**config.mk**
```make
export PLATFORM = sky130hd
export DESIGN_NAME = pwm_modulator
export DESIGN_NICKNAME = d
export VERILOG_FILES = /design/src/rtl/pwm_modulator.sv
export SDC_FILE = /design/constraint.sdc
export NUM_CORES = 1
export LEC_CHECK = 0
export CORE_UTILIZATION = 45
export CTS_CLUSTER_DIAMETER = 50
export CTS_CLUSTER_SIZE = 40
export DETAILED_ROUTE_END_ITERATION = 16
export DONT_BUFFER_PORTS = 1
export PLACE_DENSITY = 0.58
export SLEW_MARGIN = 25
export SYNTH_ARGS = -nofsm -noshare
export SYNTH_HDL_FRONTEND = slang
export SYNTH_SLANG_ARGS = --single-unit
```
**constraint.sdc**
```tcl
create_clock -name clk -period 4.4 [get_ports clk]
set_input_delay 0.44 -clock clk [delete_from_list [all_inputs] [get_ports clk]]
set_output_delay 0.44 -clock clk [all_outputs]
set_load 0.05 [all_outputs]
```
**src/rtl/pwm_modulator.sv**
```systemverilog
// Center-aligned PWM modulator: Q8.24 command -> compare value, valley-synchronous duty update.
// Define PWM_MODULATOR_DEADTIME_EN to insert DT cycles of dead time on each gate's rising edge.
module pwm_modulator #(
    parameter int unsigned        PERIOD = 1000,
    parameter logic signed [31:0] VMIN   = 32'shF600_0000,
    parameter logic signed [31:0] VMAX   = 32'sh0A00_0000,
    parameter int unsigned        SCALE  = 12800
`ifdef PWM_MODULATOR_DEADTIME_EN
    ,
    parameter int unsigned        DT     = 20
`endif
) (
    input  logic        clk,
    input  logic        rst,
    input  logic [31:0] vc,
    input  logic        vc_valid,
    output logic        gate_hi,
    output logic        gate_lo,
    output logic        sample_req,
    output logic [15:0] cmp_active
);

    localparam logic [15:0] PERIOD_C = 16'(PERIOD);
    localparam logic [13:0] SCALE_C  = 14'(SCALE);
    localparam logic [32:0] VMIN_X   = {VMIN[31], VMIN};

    // ------------------------------------------------------------------
    // Capture pipeline: clamp + offset, then scale to a compare value
    // ------------------------------------------------------------------
    logic signed [31:0] vc_clamped;
    logic        [32:0] off_d;
    logic        [32:0] off_q;
    logic               s1_valid;
    logic        [46:0] prod;
    logic        [46:0] quo;
    logic        [15:0] cmp_new;
    logic        [15:0] shadow;
    logic               pending;

    // NOTE: every branch assigns vc_clamped, so this decodes as pure logic with no latch.
    always_comb begin
        if ($signed(vc) < VMIN) begin
            vc_clamped = VMIN;
        end else if ($signed(vc) > VMAX) begin
            vc_clamped = VMAX;
        end else begin
            vc_clamped = $signed(vc);
        end
    end

    assign off_d   = {vc_clamped[31], vc_clamped} - VMIN_X;
    assign prod    = 47'(off_q) * 47'(SCALE_C);
    assign quo     = prod >> 32;
    assign cmp_new = (quo > 47'(PERIOD_C)) ? PERIOD_C : quo[15:0];

    // ------------------------------------------------------------------
    // Triangular carrier: 0 -> PERIOD -> 1 -> 0, period 2*PERIOD cycles
    // ------------------------------------------------------------------
    logic [15:0] cnt;
    logic        cnt_up;
    logic        valley;

    assign valley = (cnt == 16'd0);

    // NOTE: sequential state uses non-blocking assignments so all registers update together.
    always_ff @(posedge clk) begin
        if (!rst) begin
            cnt    <= 16'd0;
            cnt_up <= 1'b1;
        end else if (cnt_up) begin
            if (cnt == PERIOD_C) begin
                cnt    <= PERIOD_C - 16'd1;
                cnt_up <= 1'b0;
            end else begin
                cnt <= cnt + 16'd1;
            end
        end else begin
            if (cnt == 16'd1) begin
                cnt    <= 16'd0;
                cnt_up <= 1'b1;
            end else begin
                cnt <= cnt - 16'd1;
            end
        end
    end

    // A stage-2 write landing on a valley keeps pending set, so it loads one carrier later.
    always_ff @(posedge clk) begin
        if (!rst) begin
            s1_valid   <= 1'b0;
            off_q      <= 33'd0;
            shadow     <= 16'd0;
            pending    <= 1'b0;
            cmp_active <= 16'd0;
        end else begin
            s1_valid <= vc_valid;
            if (vc_valid) begin
                off_q <= off_d;
            end
            if (s1_valid) begin
                shadow <= cmp_new;
            end
            if (valley && pending) begin
                cmp_active <= shadow;
            end
            if (s1_valid) begin
                pending <= 1'b1;
            end else if (valley) begin
                pending <= 1'b0;
            end
        end
    end

    // Gated by rst so the strobe stays low while reset holds the carrier at its valley.
    assign sample_req = rst && valley;

    // ------------------------------------------------------------------
    // Raw PWM and gate drive
    // ------------------------------------------------------------------
    logic raw;

    assign raw = (cmp_active == PERIOD_C) || (cnt < cmp_active);

`ifdef PWM_MODULATOR_DEADTIME_EN
    localparam logic [15:0] DT_C = 16'(DT);

    // Each run counter saturates at DT; a gate turns on only once its level has held that long.
    logic [15:0] hi_run;
    logic [15:0] lo_run;

    always_ff @(posedge clk) begin
        if (!rst) begin
            hi_run  <= 16'd0;
            lo_run  <= 16'd0;
            gate_hi <= 1'b0;
            gate_lo <= 1'b0;
        end else begin
            if (raw) begin
                hi_run <= (hi_run == DT_C) ? DT_C : hi_run + 16'd1;
                lo_run <= 16'd0;
            end else begin
                lo_run <= (lo_run == DT_C) ? DT_C : lo_run + 16'd1;
                hi_run <= 16'd0;
            end
            gate_hi <= raw && (hi_run == DT_C);
            gate_lo <= !raw && (lo_run == DT_C);
        end
    end
`else
    always_ff @(posedge clk) begin
        if (!rst) begin
            gate_hi <= 1'b0;
            gate_lo <= 1'b0;
        end else begin
            gate_hi <= raw;
            gate_lo <= !raw;
        end
    end
`endif

endmodule

```
==> flow_metrics.py, run 1 <==
metrics = {
    "run_status": {
        "status": "finished, final reports clean",
    },
    "timing": {
        "timing.fmax_mhz": 238,
        "holdWs_ns": 0.162,
        "fin_crit_ns": 4.21,
        "slew_viol_final": 0,
        "tightest_slew_ns": 0.892,
        "slew_headroom": 0.403,
        "post-route-period-util": 0.956,
        "setup_viol": 0,
        "finalHoldViolCount": 0,
        "grt_setup_unrepaired": "false",
        "skew_ns": 0.00808,
        "fin_tns_setup_ns": 0,
    },
    "floorplan": {
        "die-area_um2": 16600,
        "dieWidth_um": 129,
        "ios": 54,
        "design.core.area_um2": 15400,
        "initial_core_util": 0.469,
        "row_count": 45,
        "die_y_um": 129,
    },
    "critical_path": {
        "max_stage_delay_ns": 0.50,
        "crit_buf_inv": 2,
        "crit_top_cell": "ha_1",
        "cp-end-kind": "flip-flop",
        "r2r-end": "shadow[3]",
        "path_max_fanout": 5,
        "r2r_start": "off_q[10]",
        "path_class": "flip-flop to flip-flop",
        "r2r_cells": 15,
        "cp_cell_sequence": "ha_1 -> ha_1 -> inv_1 -> fa_1 -> inv_1 -> ha_1 -> a21oi_2 -> o21ai_1 -> a21boi_4 -> o211ai_4 -> or4_1 -> a31oi_1 -> nand3_2 -> or4_1 -> o221a_1",
        "rrSetupSlack_ns": 0.19,
        "worst-path-stages": 15,
        "slowest_stage": "fa_1",
        "start_kind": "flip-flop",
        "crit_family": "adder cells",
        "cp.arrival_ns": 4.45,
        "cp.required_ns": 4.64,
    },
    "global_route": {
        "antenna_found_initial": 0,
        "track_usage": 0.223,
        "grt_pass1_vias": 5828,
        "grt_first_pass_wirelength_um": 29000,
        "overflow": 0,
        "grt_max_degree": 27,
    },
    "cts": {
        "cts_sinks": 84,
        "h-tree-depth": 3,
        "clk_pin_slew_ns": 0.07,
        "cts_root_buf": "clkbuf_16",
        "cts_tree": "built",
        "cts_made_buffers": 9,
        "clock_latency_ns": 0.35,
        "ctsHoldBuffers": 0,
        "cts_buffer_depth": 2,
    },
    "final_layout": {
        "areaGrowthSynthToFinish_pct": 9.76,
        "layout_commonest_cell": "inv_1",
        "drive_above_1_share": 0.0891,
        "nNetsFinal": 1041,
        "antenna_cells": 0,
        "layout_common_cells": "inv_1 (129), ha_1 (114), dfxtp_1 (74), nor2_1 (62), a21oi_1 (54)",
        "final_util": 0.514,
        "fillers": 1505,
    },
    "place": {
        "port_buffers": 0,
        "dpl.hpwl_um": 14200,
        "place.gp.congestion": 0.894,
    },
    "logic_synthesis": {
        "synth_nets": 1045,
        "synth_area_um2": 7230,
        "synthCells": 863,
        "synth_seq_cells": 84,
        "synth_top_area_share": 0.233,
        "ys.flop_type": "dfxtp_1",
        "yosysTopAreaCell": "dfxtp_1",
        "yosysSeqAreaShare": 0.233,
        "syn_avg_cell_area_um2": 8.38,
        "yosys_warnings": 0,
        "synth_edf_count": 0,
        "synth_area_leaders": "dfxtp_1 (23%), ha_1 (21%), fa_1 (7.5%)",
        "synth_cell_type_count": 64,
        "synthArstFlopShare": 0,
    },
    "pwr": {
        "power_mw": 1.81,
        "clock_power_share": 0.426,
        "p_int_mw": 1.27,
        "p_sw_uw": 537,
        "leakagePower_nw": 3.74,
        "p_seq_frac": 0.451,
        "p_comb_frac": 0.124,
        "switching_share": 0.298,
        "max-vdd-ir-drop_v": 0.000173,
        "power.density_nw_per_um2": 228,
    },
    "hold_path": {
        "hold_end": "off_q[32]",
        "hp-class": "primary input to flip-flop",
        "worstHoldStart": "vc_valid",
        "whs_path_depth": 1,
    },
    "routing": {
        "firstDrtPassIters": 4,
        "drc": 0,
        "avgRoutedWirePerCell_um": 16.3,
        "wirelength_um": 17500,
        "final_antenna_net_count": 0,
        "drtIter0Drc": 246,
        "vias": 6037,
        "via_per_inst": 5.62,
    },
    "job": {
        "drv_cap": 0,
    },
}
-- power by group through the flow --
stage | clock [mW] | sequential (mW) | combinational, mW
floorplan | 0 | 0.821 | 0.176
global placement | 0 | 0.831 | 0.214
finish | 0.769 | 0.814 | 0.223
detailed placement | 0 | 0.832 | 0.218
CTS | 0.790 | 0.814 | 0.220
global route | 0.827 | 0.816 | 0.254
-- area by class of cell --
cell class | instances | area [um^2] | area share
inverter | 130 | 488 | 0.0615
clock buffer | 9 | 225 | 0.0284
multi-input combinational | 621 | 5100 | 0.642
clock inverter | 7 | 71.3 | 0.00899
sequential | 84 | 1690 | 0.213
tap | 211 | 264 | 0.0333
timing repair buffer | 13 | 97.6 | 0.0123
-- repair_timing --
action / 4_1_cts / 5_1_grt
pin swaps: 0 / 7
gates resized for setup: 1 / 35
endpoints found under the setup margin: 1 / 10
setup buffers: 0 / 2
-- routing by layer --
metal  part of all wire  vias up  track usage
li1                   -     3053            -
met1               0.46     2839        0.288
met2               0.48      126        0.380
met3              0.046       19       0.0403
met4              0.016        0       0.0657
met5                  0        -            0
-- worst register-to-register path: stages (launching register included) --
cell	delay [ns]
dfxtp_2	0.35
ha_1	0.30
ha_1	0.28
inv_1	0.05
fa_1	0.50
inv_1	0.04
ha_1	0.35
a21oi_2	0.19
o21ai_1	0.16
a21boi_4	0.27
o211ai_4	0.13
or4_1	0.40
a31oi_1	0.23
nand3_2	0.13
or4_1	0.51
o221a_1	0.22
-- cells by family (layout without fill, tap and decap cells) --
family,count (synthesis),after routing,share of synthesized area
DFF,84,84,0.233
xor gates and xnor gates,13,13,0.0157
other,1,1,0.000519
adders and majority gates,147,147,0.282
buffers and inverters,158,159,0.0831
muxes,21,21,0.0308
and+or+nand+nor,230,230,0.158
AOI/OAI and AO/OA,209,209,0.197
-- per-stage QoR --
stage               setup slack [ns]  area, um^2  cells
finish                         0.192        7940   1075
detailed placement           -0.0313        7470   1057
global route                 0.00576        7940   1075
global placement              0.0258        7470   1057
CTS                           0.0149        7770   1073
floorplan                      0.505        7230    863
-- cell usage after synthesis, types with 19 or more instances --
cell type and number:
nor3_1 19, inv_1 129, o21ai_0 41, mux2i_1 20, nor2_1 64, dfxtp_1 84
clkbuf_1 23, nand2_1 51, ha_1 120, a21oi_1 60, fa_1 27, a22o_1 25
-- sequential cells by signal (all words and copies together) (netlist names) --
| signal | count |
|---|---|
| cmp_active | 15 |
| cnt | 16 |
| cnt_up | 1 |
| gate_hi | 1 |
| gate_lo | 1 |
| off_q | 33 |
| pending | 1 |
| s1_valid | 1 |
| shadow | 15 |
-- worst max path at each step --
stage | startpoint | endpoint | slack (ns)
after floorplan | off_q[19] | shadow[3] | 0.50
after global placement | off_q[12] | shadow[3] | 0.03
after detailed placement | off_q[12] | shadow[3] | -0.03
after CTS | off_q[11] | shadow[3] | 0.01
after global routing | off_q[14] | shadow[3] | 0.006
final | off_q[10] | shadow[3] | 0.19
Note: power is estimated with default switching activity, not from simulation.
==> run 2, diff against run 1 <==
Settings changed: GPL_TIMING_DRIVEN set to 0.
==> run 2 against run 1 <==
- global-route usage rose by 0.47 points
- first-iteration DRC count rose by 27%
- fmax fell by 1.9%
- wire length rose by 5.3%
- critical path depth did not move
- clock power rose by 0.9%
- via count rose by 2.8%
- cell count rose by 1.7%
- setup slack got worse by 0.079 ns
- sequential power barely moved
- clock skew fell by 0.0021 ns
- highest routed layer unchanged
==> flow_metrics.py, run 2 (same netlist as run 1, synthesis figures left out) <==
metrics = {
    "routing": {
        "vias": 6209,
        "via_per_inst": 5.68,
        "avgRoutedWirePerCell_um": 16.9,
        "wirelength_um": 18500,
        "firstDrtPassIters": 5,
        "drtIter0Drc": 313,
        "final_antenna_net_count": 0,
        "drc": 0,
    },
    "final_layout": {
        "instances_no_fill": 1093,
        "nNetsFinal": 1059,
        "fillers": 1516,
        "drive_above_1_share": 0.0884,
        "multi_input_area_um2": 5100,
        "regArea_um2": 1700,
        "areaGrowthSynthToFinish_pct": 10.6,
        "layout_common_cells": "inv_1 (129), ha_1 (118), dfxtp_1 (68), nor2_1 (63), a21oi_1 (55)",
        "antenna_cells": 0,
        "layout_commonest_cell": "inv_1",
        "regMostFlops": "off_q",
        "largest_reg_flops": 33,
        "top_regs": "off_q (33), cnt (16)",
    },
    "cts": {
        "cts_made_buffers": 9,
        "cts_buffer_depth": 2,
        "ctsHoldBuffers": 0,
        "cts_sinks": 84,
        "cts_root_buf": "clkbuf_16",
        "cts_tree": "built",
        "h-tree-depth": 3,
        "clk_pin_slew_ns": 0.07,
        "clock_latency_ns": 0.35,
    },
    "critical_path": {
        "cp-end-kind": "flip-flop",
        "worstSetupStartpoint": "off_q[19]",
        "r2r_start": "off_q[19]",
        "r2r_cells": 15,
        "crit_buf_inv": 3,
        "worst-path-stages": 15,
        "crit_top_cell": "ha_1",
        "rrSetupSlack_ns": 0.11,
        "cp.required_ns": 4.64,
        "path_class": "flip-flop to flip-flop",
        "r2r-end": "shadow[3]",
        "cp.arrival_ns": 4.53,
        "crit_family": "compound AO/OA/AOI/OAI gates",
        "slowest_stage": "or4_1",
        "start_kind": "flip-flop",
        "max_stage_delay_ns": 0.55,
        "cp_cell_sequence": "ha_1 -> ha_1 -> inv_1 -> fa_1 -> inv_1 -> ha_1 -> clkbuf_4 -> nand4_1 -> a2111oi_2 -> o31a_1 -> a21oi_1 -> o211ai_1 -> o31ai_1 -> or4_1 -> o221a_1",
        "path_max_fanout": 9,
    },
    "floorplan": {
        "dieWidth_um": 129,
        "row_count": 45,
        "ios": 54,
        "initial_core_util": 0.469,
        "die-area_um2": 16600,
        "die_y_um": 129,
        "design.core.area_um2": 15400,
    },
    "timing": {
        "skew_ns": 0.00593,
        "setup_viol": 0,
        "timing.fmax_mhz": 233,
        "grt_setup_unrepaired": "true",
        "post-route-period-util": 0.974,
        "tightest_slew_ns": 0.908,
        "slew_headroom": 0.393,
        "finalHoldViolCount": 0,
        "slew_viol_final": 0,
        "fin_crit_ns": 4.29,
    },
    "place": {
        "place.gp.congestion": 0.867,
        "dp_cells": 1074,
        "dpl.hpwl_um": 14800,
        "port_buffers": 0,
    },
    "global_route": {
        "grt_pass1_vias": 5895,
        "antenna_found_initial": 0,
        "grt_first_pass_wirelength_um": 29600,
        "overflow": 0,
        "track_usage": 0.228,
        "grt_max_degree": 19,
    },
    "hold_path": {
        "hold_end": "off_q[25]",
        "worstHoldStart": "vc[25]",
        "hp-class": "primary input to flip-flop",
        "whs_path_depth": 1,
    },
    "pwr": {
        "clock_power_share": 0.426,
        "p_int_mw": 1.27,
        "p_seq_frac": 0.446,
        "power.density_nw_per_um2": 228,
        "power_mw": 1.82,
        "p_sw_uw": 554,
        "switching_share": 0.304,
        "leakagePower_nw": 3.75,
        "max-vdd-ir-drop_v": 0.000157,
        "p_comb_frac": 0.127,
    },
    "run_status": {
        "status": "finished, final reports clean",
    },
    "job": {
        "drv_cap": 0,
    },
}
-- run 2: cell type report --
| type | instances | area share |
|---|---|---|
| clock buffers | 9 | 0.0282 |
| inverters | 130 | 0.0610 |
| plain buffers | 28 | 0.0144 |
| repair buffers | 3 | 0.00282 |
| multi-input cells | 621 | 0.638 |
| clock inverters | 7 | 0.00954 |
| flip-flops and latches | 84 | 0.213 |
| well taps | 211 | 0.0330 |
-- run 2: power groups by stage --
stage	registers [mW]	clock network, mW	logic, mW
global route	0.815	0.830	0.263
finish	0.813	0.776	0.232
detailed placement	0.830	0	0.225
global placement	0.830	0	0.219
CTS	0.813	0.794	0.228
floorplan	0.821	0	0.176
-- run 2: metal layers --
layer	share of wire	global-route usage	vias to the layer above	wire length [um]
li1	-	-	3085	-
met1	0.48	0.307	2945	8890
met2	0.46	0.378	154	8440
met3	0.046	0.0399	25	846
met4	0.015	0.0561	0	283
met5	0	0	-	0
-- run 2: repair_timing --
item / 4_1_cts / 5_1_grt
buffers inserted: 0 / 3
pin swaps: 0 / 8
gates resized for setup: 3 / 45
endpoints found under the setup margin: 4 / 10
-- run 2: worst max path at each step --
stage,to,slack [ns]
finish,shadow[3],0.11
global route,shadow[3],-0.06
CTS,shadow[3],0.003
detailed placement,shadow[3],0.03
global placement,shadow[3],0.04
floorplan,shadow[3],0.50
-- run 2: stage by stage --
stage | setup TNS [ns] | setup WS, ns | utilization | hold WS, ns | area (um^2)
finish | 0 | 0.112 | 0.518 | 0.188 | 8000
detailed placement | 0 | 0.0305 | 0.486 | 0.444 | 7490
global placement | 0 | 0.0408 | 0.486 | 0.441 | 7490
global route | -0.0680 | -0.0558 | 0.518 | 0.195 | 8000
floorplan | 0 | 0.505 | - | 0.424 | 7230
CTS | 0 | 0.00341 | 0.506 | 0.183 | 7800
